File: config.mk
export PLATFORM = sky130hd
export DESIGN_NAME = dpsk_diff_encoder
export DESIGN_NICKNAME = d
export VERILOG_FILES = /design/src/rtl/dpsk_pkg.sv /design/src/rtl/dpsk_phase_map.sv /design/src/rtl/dpsk_diff_encoder.sv
export SDC_FILE = /design/constraint.sdc
export NUM_CORES = 1
export LEC_CHECK = 0
export ABC_CLOCK_PERIOD_IN_PS = 2900
export CAP_MARGIN = 30
export CORE_ASPECT_RATIO = 0.9
export CORE_UTILIZATION = 50
export CTS_CLUSTER_DIAMETER = 30
export DETAILED_ROUTE_END_ITERATION = 6
export PLACE_DENSITY = 0.75
export SYNTH_ARGS = -nofsm -noshare
export SYNTH_HDL_FRONTEND = slang
export SYNTH_SLANG_ARGS = --single-unit
File: constraint.sdc
create_clock -name clk -period 2.9 [get_ports clk]
set_input_delay 0.58 -clock clk [delete_from_list [all_inputs] [get_ports clk]]
set_output_delay 0.58 -clock clk [all_outputs]
set_load 0.05 [all_outputs]
File: src/rtl/dpsk_pkg.sv
// Shared types and constants for the DPSK differential encoder.
package dpsk_pkg;

    // Encoder sequencing states
    typedef enum logic [1:0] {
        ST_IDLE = 2'd0,
        ST_REF  = 2'd1,
        ST_DATA = 2'd2,
        ST_GAP  = 2'd3
    } state_e;

    // Phase indices (quarter turns)
    localparam logic [1:0] PH_0   = 2'd0;
    localparam logic [1:0] PH_90  = 2'd1;
    localparam logic [1:0] PH_180 = 2'd2;
    localparam logic [1:0] PH_270 = 2'd3;

    // Gray-coded DQPSK dibit to phase increment
    function automatic logic [1:0] gray_delta(input logic [1:0] dibit);
        logic [1:0] d;
        case (dibit)
            2'b00:   d = PH_0;
            2'b01:   d = PH_90;
            2'b11:   d = PH_180;
            default: d = PH_270;
        endcase
        return d;
    endfunction

    // Full-scale signed amplitude for a given output width
    function automatic int amp(input int out_w);
        return (1 << (out_w - 1)) - 1;
    endfunction

endpackage

File: src/rtl/dpsk_phase_map.sv
// Combinational phase index -> signed I/Q constellation point.
module dpsk_phase_map
    import dpsk_pkg::*;
#(
    parameter int OUT_W = 8
) (
    input  logic [1:0]       phase,
    output logic [OUT_W-1:0] i_val,
    output logic [OUT_W-1:0] q_val
);

    localparam logic [OUT_W-1:0] A_POS = OUT_W'(amp(OUT_W));
    localparam logic [OUT_W-1:0] A_NEG = ~A_POS + OUT_W'(1);

    // Unit-circle lookup: 0 -> (+A,0), 1 -> (0,+A), 2 -> (-A,0), 3 -> (0,-A)
    always_comb begin
        i_val = '0;
        q_val = '0;
        case (phase)
            PH_0:    i_val = A_POS;
            PH_90:   q_val = A_POS;
            PH_180:  i_val = A_NEG;
            default: q_val = A_NEG;
        endcase
    end

endmodule

File: src/rtl/dpsk_diff_encoder.sv
// DPSK differential encoder: bytes in, one differential phase symbol per
// output handshake. Each frame opens with a phase-0 reference symbol.
module dpsk_diff_encoder
    import dpsk_pkg::*;
#(
    parameter int BITS_PER_SYM = 2,
    parameter int OUT_W        = 8
) (
    input  logic             clk,
    input  logic             r,
    input  logic [7:0]       in_data,
    input  logic             in_last,
    input  logic             in_valid,
    output logic             in_ready,
    output logic [1:0]       out_phase,
    output logic [OUT_W-1:0] out_i,
    output logic [OUT_W-1:0] out_q,
    output logic             out_valid,
    input  logic             out_ready
);

    generate
        if (BITS_PER_SYM != 1 && BITS_PER_SYM != 2) begin : g_bad_bps
            $error("dpsk_diff_encoder: BITS_PER_SYM must be 1 or 2");
        end
    endgenerate

    localparam int         S        = 8 / BITS_PER_SYM;
    localparam logic [2:0] CNT_LAST = 3'(S - 1);

    // Phase increment for the symbol sitting in the top bits of b
    function automatic logic [1:0] sym_delta(input logic [7:0] b);
        if (BITS_PER_SYM == 1)
            return {b[7], 1'b0};
        else
            return gray_delta(b[7:6]);
    endfunction

    state_e           state_q, state_d;
    logic [7:0]       sr_q, sr_d;       // unsent bits, next symbol in MSBs
    logic [2:0]       cnt_q, cnt_d;
    logic             last_q, last_d;
    logic [1:0]       phase_q, phase_d; // accumulator doubles as out_phase
    logic             out_valid_q, out_valid_d;
    logic [OUT_W-1:0] out_i_q, out_i_d;
    logic [OUT_W-1:0] out_q_q, out_q_d;
    logic [OUT_W-1:0] map_i, map_q;
    logic             rdy_c;
    logic             out_hs;

    dpsk_phase_map #(.OUT_W(OUT_W)) u_map (
        .phase (phase_d),
        .i_val (map_i),
        .q_val (map_q)
    );

    // Next-state, handshake and symbol generation
    always_comb begin
        state_d     = state_q;
        sr_d        = sr_q;
        cnt_d       = cnt_q;
        last_d      = last_q;
        phase_d     = phase_q;
        out_valid_d = out_valid_q;
        out_hs      = out_valid_q && out_ready;
        rdy_c       = (state_q == ST_IDLE) || (state_q == ST_GAP) ||
                      (state_q == ST_DATA && cnt_q == CNT_LAST && out_ready && !last_q);

        case (state_q)
            ST_IDLE: begin
                if (in_valid) begin
                    sr_d        = in_data;
                    last_d      = in_last;
                    cnt_d       = '0;
                    phase_d     = PH_0;
                    out_valid_d = 1'b1;
                    state_d     = ST_REF;
                end
            end
            ST_REF: begin
                if (out_hs) begin
                    phase_d = phase_q + sym_delta(sr_q);
                    sr_d    = sr_q << BITS_PER_SYM;
                    cnt_d   = '0;
                    state_d = ST_DATA;
                end
            end
            ST_DATA: begin
                if (out_hs) begin
                    if (cnt_q != CNT_LAST) begin
                        phase_d = phase_q + sym_delta(sr_q);
                        sr_d    = sr_q << BITS_PER_SYM;
                        cnt_d   = cnt_q + 3'd1;
                    end else if (last_q) begin
                        phase_d     = PH_0;
                        out_valid_d = 1'b0;
                        state_d     = ST_IDLE;
                    end else if (in_valid) begin
                        // Next byte follows with no bubble
                        phase_d = phase_q + sym_delta(in_data);
                        sr_d    = in_data << BITS_PER_SYM;
                        last_d  = in_last;
                        cnt_d   = '0;
                    end else begin
                        out_valid_d = 1'b0;
                        state_d     = ST_GAP;
                    end
                end
            end
            default: begin // ST_GAP: phase held until the frame resumes
                if (in_valid) begin
                    phase_d     = phase_q + sym_delta(in_data);
                    sr_d        = in_data << BITS_PER_SYM;
                    last_d      = in_last;
                    cnt_d       = '0;
                    out_valid_d = 1'b1;
                    state_d     = ST_DATA;
                end
            end
        endcase

        // I/Q is zero whenever no symbol is presented
        out_i_d = out_valid_d ? map_i : '0;
        out_q_d = out_valid_d ? map_q : '0;
    end

    // State and output registers with synchronous reset
    always_ff @(posedge clk) begin
        if (r) begin
            state_q     <= ST_IDLE;
            sr_q        <= '0;
            cnt_q       <= '0;
            last_q      <= 1'b0;
            phase_q     <= PH_0;
            out_valid_q <= 1'b0;
            out_i_q     <= '0;
            out_q_q     <= '0;
        end else begin
            state_q     <= state_d;
            sr_q        <= sr_d;
            cnt_q       <= cnt_d;
            last_q      <= last_d;
            phase_q     <= phase_d;
            out_valid_q <= out_valid_d;
            out_i_q     <= out_i_d;
            out_q_q     <= out_q_d;
        end
    end

    assign in_ready  = rdy_c && !r;
    assign out_phase = phase_q;
    assign out_i     = out_i_q;
    assign out_q     = out_q_q;
    assign out_valid = out_valid_q;

endmodule
[After elaboration in Yosys (flattened, before gate mapping)]
Index checks and enable logic that the tools add are counted.
Operators by class
  add/subtract/negate cells: 5
  equality and inequality tests: 17
  multiplexer cells: 56
  bitwise gates (word level): 2
  reductions and logical operators: 22
Operator list (count)
  $mux W2: 25
  $mux W8: 6
  $pmux W8 S2: 2
  $pmux W2 S3: 4
  $pmux W8 S3: 1
  $mux W3: 5
  $eq A2 B2 Y1 const B: 5
  $mux W1: 10
  $add A2 B2 Y2: 4
  $eq A2 B1 Y1 const B: 4
  $logic_not A2 Y1: 4
  $ne A2 B2 Y1 const B: 4
  $reduce_and A4 Y1: 2
  $ne A3 B2 Y1 const B: 2
  $pmux W3 S2: 1
  $reduce_and A6 Y1: 1
  $logic_and A1 B1 Y1: 5
  $pmux W1 S2: 2
  $reduce_or A2 Y1: 2
  $add A3 B1 Y3 const B: 1
  $eq A3 B2 Y1 const B: 1
  $ne A3 B3 Y1 const B: 1
  $reduce_and A3 Y1: 1
  $reduce_bool A3 Y1: 1
  5 further kinds: 8
Word-level totals
  register bits: 33

[Logic depth before layout (Yosys ltp)]
Gate-level depths: netlist of the first run.
  depth in word-level cells: 16
  gate-level depth with buffers: 9
  mapped depth without buffers: 9

[Modules after synthesis]
From an unflattened synthesis of the first run, not the netlist that was laid out.
Unflattened totals
  cells, all modules: 193
  area total of the unflattened synthesis: 1752.9 um^2
By module, submodules not included
  dpsk_diff_encoder: instances 1, cells an instance 177, area each 1646.6 um^2, seq. area each 660.6 um^2
  dpsk_phase_map: instances 1, cells an instance 16, area each 106.4 um^2, seq. area each 0.0 um^2

[Worst setup path after synthesis of the first run]
No wires, ideal clock.
  path kind: input -> output
  from: in r
  to: out in_ready
  data arrival time: 1.670 ns
  data required time: 2.320 ns
  setup slack: 0.650 ns
  stages on the path: 3
  buffers on the path: 2
  cell sequence: buf_6 > clkbuf_1 > a21oi_1
Between the ends
  cells in the longest elaborated chain, start to end: 2
Ends and longest elaborated chain
  from (decl): RTL line dpsk_diff_encoder.sv:10  | input logic r,
  $logic_not A1 Y1: RTL line dpsk_diff_encoder.sv:150  | assign in_ready = rdy_c && !r;
  $logic_and A1 B1 Y1: RTL line dpsk_diff_encoder.sv:150
  to (decl): RTL line dpsk_diff_encoder.sv:14  | output logic in_ready,
Every way passes these cells.

[Worst setup path after layout of the first run]
  from: reg state_q[0]
  to: out in_ready
Between the ends
  cells in the longest elaborated chain, start to end: 6
Ends and longest elaborated chain
  from (decl): RTL line dpsk_diff_encoder.sv:39  | state_e state_q, state_d;
  from (signal assigned): RTL line dpsk_diff_encoder.sv:139  | state_q <= state_d;
  $eq A2 B2 Y1: RTL line dpsk_diff_encoder.sv:67  | (state_q == ST_DATA && cnt_q == CNT_LAST && out_ready && !last_q);
  $logic_and A1 B1 Y1 (3 in a row): RTL line dpsk_diff_encoder.sv:67
  $logic_or A1 B1 Y1 *: RTL line dpsk_diff_encoder.sv:66  | rdy_c = (state_q == ST_IDLE) || (state_q == ST_GAP) ||
  $logic_and A1 B1 Y1 *: RTL line dpsk_diff_encoder.sv:150
Every way passes the cells marked *; elsewhere a longest branch is shown, timed or not.

==> results.py, run 1 <==
metrics = {
    "run_status": {
        "outcome": "complete, no violations",
    },
    "grt": {
        "grt_max_degree": 16,
        "overflow": 0,
        "antenna_found_initial": 0,
        "track_usage": 0.217,
        "grt_pass1_vias": 1134,
        "grt_pass1_wl_microns": 5150,
    },
    "clocking": {
        "cts_sinks": 23,
        "htree_num_levels": 1,
        "cts_tree": "yes",
        "clk-insertion-delay-late_ps": 320,
        "cts_setup_buffers": 0,
        "clockBufferDepth": 2,
        "cts-root-buf": "clkbuf_4",
        "post_cts_resized": 0,
        "postCtsHoldBufs": 0,
        "clk_pin_slew_worst_paths_ps": 120,
        "numCtsBuffers": 3,
    },
    "sta": {
        "tns_ps": 0,
        "fmax_mhz": 381,
        "finalHoldViolCount": 0,
        "min_period_ps": 2620,
        "setup_violations": 0,
        "slew_headroom": 0.661,
        "skew_ps": 5.99,
        "drv_slew": 0,
        "worst_pin_slew_ps": 507,
        "period_share": 0.904,
        "rsz0062_at_grt": "no",
    },
    "route": {
        "vias_per_cell": 5.66,
        "ant_nets": 0,
        "first_pass_iters": 5,
        "wirelength_microns": 3180,
        "drc": 0,
        "via_count": 1314,
        "first_iter_violations": 41,
        "avgRoutedWirePerCell_microns": 13.7,
    },
    "worst_setup_path": {
        "path_class": "register to output port",
        "cp_max_fo": 12,
        "startpoint_type": "register",
        "crit_required_ps": 2320,
        "worstPathArrival_ps": 2040,
        "end_kind": "output port",
    },
    "final_layout": {
        "num_antenna_cells": 0,
        "syn_to_final_growth_pct": 20.3,
        "drive_gt1_frac": 0.104,
        "nNetsFinal": 217,
        "design_area_sq_um": 1800,
    },
    "floorplan": {
        "fp-row-count": 18,
        "die_w_microns": 59.7,
        "ioPinCount": 33,
        "start_util": 0.537,
        "dieArea_sq_um": 3220,
        "core_area_sq_um": 2790,
        "fp.dieH_microns": 54.0,
    },
    "synth": {
        "synth-edff-count": 0,
        "netlist_area_sq_um": 1500,
        "ys.flop_type": "dfxtp_1",
        "synth-seq-cells": 23,
        "synth_seq_area_share": 0.307,
        "ys_warn_count": 0,
        "synth_fp_nets": 194,
        "synth_cells": 170,
        "yosysUniqueCellTypes": 53,
        "async_flop_share": 0,
        "syn_avg_cell_area_sq_um": 8.82,
    },
    "power_and_ir_drop": {
        "p_per_area_nw_per_um2": 1060,
        "peakVddDrop_v": 0.000716,
        "finalPower_uw": 1920,
        "p_leak_uw": 0.000729,
    },
    "placement": {
        "port_buffers": 32,
        "place.detailed.hpwl_microns": 2490,
        "placedInstanceArea_sq_um": 1780,
        "gp_congestion": 0.863,
    },
    "flow_run": {
        "max-cap-violations": 0,
    },
    "min_path": {
        "min_path_type": "register to register",
    },
}
==> kinds of logic (layout without fill, tap and decap cells) <==
| family | count (synthesis) | after routing | synth area share |
|---|---|---|---|
| and+or+nand+nor | 53 | 53 | 0.205 |
| AOI/OAI and AO/OA | 49 | 49 | 0.253 |
| buffers and inverters | 29 | 51 | 0.112 |
| DFF | 23 | 23 | 0.307 |
| adders and majority gates | 11 | 11 | 0.0917 |
| xor gates and xnor gates | 3 | 3 | 0.0175 |
| muxes | 2 | 2 | 0.0142 |
==> path summary, 6_finish.rpt <==
kind,depth (start not counted),start,slack (ps),to
max reg2reg,7,state_q[0],800,sr_q[6]
min,2,sr_q[2],490,sr_q[4]
min reg2reg,2,sr_q[2],490,sr_q[4]
max,6,state_q[0],280,in_ready
==> final cells by class <==
type / count / area, sq um
multi-input cells: 118 / 872
repair buffers: 34 / 345
well taps: 40 / 50.0
clock buffers: 3 / 22.5
flip-flops and latches: 23 / 460
clock inverters: 1 / 5.00
fillers: 251 / 988
inverters: 13 / 48.8
==> critical path, stage by stage (launching register included) <==
cell	delay (ps)
dfxtp_1	350
inv_1	100
ha_1	420
and4bb_2	340
nand2_1	70
a21oi_1	260
buf_12	180
==> layout by cell type, fill, tap and decap left out, types with 4 or more instances in the layout <==
master and count:
and3_1 4, o21ai_0 6, ha_1 11, nor2_1 14, a21oi_1 10, nor2b_1 4, clkdlybuf4s50_1 31, inv_1 13
a22oi_1 7, nand2b_1 6, dfxtp_1 23, nand2_1 5
==> through the flow <==
stage          cells  hold slack (ps)  setup slack (ps)  utilization
2_1_floorplan    170              442               650            -
3_3_place_gp     228              463               131        0.636
3_5_place_dp     228              469              65.8        0.636
4_1_cts          232              489               279        0.646
5_1_grt          232              502               136        0.646
6_report         232              486               277        0.646
==> metal layers <==
metal / global-route usage / wire length [microns]
met1: 0.272 / 1460
met2: 0.372 / 1510
met3: 0.0553 / 194
met4: 0.0504 / 12
met5: 0 / 0
==> Yosys cell counts, drive strengths merged (3+ instances only) <==
| master | instances | area share |
|---|---|---|
| a221oi | 3 | 0.026 |
| a22oi | 7 | 0.035 |
| o21ai | 9 | 0.038 |
| inv | 13 | 0.033 |
| and3 | 6 | 0.029 |
| nor3 | 3 | 0.010 |
| nor2b | 5 | 0.026 |
| nand4 | 3 | 0.013 |
| a221o | 3 | 0.020 |
| nand2 | 5 | 0.013 |
| a21oi | 11 | 0.039 |
| ha | 11 | 0.092 |
| nor2 | 15 | 0.039 |
| dfxtp | 23 | 0.31 |
| buf | 15 | 0.077 |
| nand2b | 6 | 0.025 |
==> registers in the layout (all words and copies together), names as in the netlist <==
name,count
sr_q,8
out_valid,1
out_q,3
out_phase,2
state_q,2
out_i,3
last_q,1
cnt_q,3
==> report_power, final <==
part           leakage [uW]  switching (uW)  internal [uW]
clock             0.0000177            99.5           51.7
combinational      0.000523             771            505
sequential         0.000188            81.4            409
Note: power is estimated with default switching activity, not from simulation.
==> run 2: changes to the inputs <==
CORE_MARGIN = 2   (was not set)
==> results.py, run 2 (synthesis gave the netlist of run 1 again) <==
metrics = {
    "grt": {
        "antenna_found_initial": 0,
        "track_usage": 0.220,
        "grt_pass1_vias": 1347,
        "overflow": 0,
        "grt_max_degree": 16,
        "grt_pass1_wl_microns": 5860,
    },
    "final_layout": {
        "fill_cells": 264,
        "design_area_sq_um": 1800,
        "largest_reg_flops": 8,
        "largest-register": "sr_q",
        "syn_to_final_growth_pct": 20.2,
        "nNetsFinal": 217,
        "drive_gt1_frac": 0.0990,
        "layout.cells.most_common": "clkdlybuf4s50_1",
        "layout_common_cells": "31 x clkdlybuf4s50_1, 23 x dfxtp_1, 14 x nor2_1, 13 x inv_1, 11 x ha_1",
        "num_antenna_cells": 0,
    },
    "worst_setup_path": {
        "end_kind": "output port",
        "crit_required_ps": 2320,
        "cp_max_fo": 12,
        "reg2regPathDepth": 7,
        "path_class": "register to output port",
        "rrSetupSlack_ps": 800,
        "startpoint_type": "register",
        "worstPathArrival_ps": 2040,
    },
    "min_path": {
        "min_path_type": "register to register",
        "hold-path-cell-count": 1,
    },
    "run_status": {
        "outcome": "complete, no violations",
    },
    "clocking": {
        "htree_num_levels": 1,
        "cts_setup_buffers": 0,
        "clk-insertion-delay-late_ps": 310,
        "post_cts_resized": 0,
        "postCtsHoldBufs": 0,
        "numCtsBuffers": 3,
        "cts_sinks": 23,
        "clockBufferDepth": 2,
        "cts-root-buf": "clkbuf_4",
        "clk_pin_slew_worst_paths_ps": 120,
        "cts_tree": "yes",
    },
    "sta": {
        "period_share": 0.904,
        "worst_slack_ps": 279,
        "fmax_mhz": 382,
        "setup_violations": 0,
        "finalHoldViolCount": 0,
        "min_period_ps": 2620,
        "drv_slew": 0,
        "rsz0062_at_grt": "no",
        "worst_pin_slew_ps": 508,
        "hold_slack_ps": 502,
        "slew_headroom": 0.660,
        "tns_ps": 0,
        "skew_ps": 9.00,
    },
    "placement": {
        "placedInstanceArea_sq_um": 1780,
        "pre_cts_ws_ps": 22.3,
        "port_buffers": 32,
        "place.detailed.hpwl_microns": 2670,
        "gp_congestion": 0.874,
    },
    "power_and_ir_drop": {
        "p_per_area_nw_per_um2": 1060,
        "p_leak_uw": 0.000726,
        "peakVddDrop_v": 0.000593,
    },
    "route": {
        "avgRoutedWirePerCell_microns": 14.7,
        "first_pass_iters": 4,
        "ant_nets": 0,
        "wirelength_microns": 3410,
        "vias_per_cell": 5.81,
        "drc": 0,
        "wl_met1_microns": 1510,
        "highest-signal-layer": "met4",
        "dr_wl_met2_microns": 1630,
        "via_count": 1347,
        "route.met3.wl_microns": 223,
        "first_iter_violations": 35,
    },
    "flow_run": {
        "max-cap-violations": 0,
    },
    "floorplan": {
        "dieArea_sq_um": 3460,
        "ioPinCount": 33,
        "fp-row-count": 18,
        "fp.dieH_microns": 56.0,
        "start_util": 0.537,
        "die_w_microns": 61.7,
        "core_area_sq_um": 2790,
    },
}
==> run 2: changes by cell type in the layout (fill, tap and decap cells not counted), sizes merged <==
| cell | change |
|---|---|
| clkbuf | +1 |
| clkinv | -1 |
==> run 2: final cells by class <==
type	instances	area, sq um	area share
multi-input cells	118	872	0.484
inverters	13	48.8	0.0271
flip-flops and latches	23	460	0.255
well taps	40	50.0	0.0278
clock buffers	4	26.3	0.0146
repair buffers	34	345	0.192
==> run 2: final timing paths <==
kind                                 start        to
worst max-delay path            state_q[0]  in_ready
worst min-delay path               sr_q[5]   sr_q[5]
worst max register to register  state_q[0]   sr_q[6]
worst min register to register     sr_q[5]   sr_q[5]
==> run 2: worst max-delay path: stages (launching register included) <==
cell and delay [ps]:
dfxtp_1 350, inv_1 100, ha_1 420, and4bb_2 360
nand2_1 70, a21oi_1 250, buf_12 170
==> run 2: report_power, final <==
group          switching [uW]  total [uW]  internal (uW)
registers                81.6         491            409
logic                     773        1280            504
clock network            92.3         146           53.7
==> run 2: stage by stage <==
step                      cells  power (uW)  utilization
after floorplan             170        1470            -
after global placement      228        1730        0.636
after detailed placement    228        1760        0.636
after CTS                   232        1910        0.646
after global routing        232        2070        0.646
final                       232        1910        0.646
==> run 2: metal layers <==
metal / up-vias / global-route usage
li1: 652 / -
met1: 631 / 0.270
met2: 58 / 0.368
met3: 6 / 0.0465
met4: 0 / 0.0760
met5: - / 0
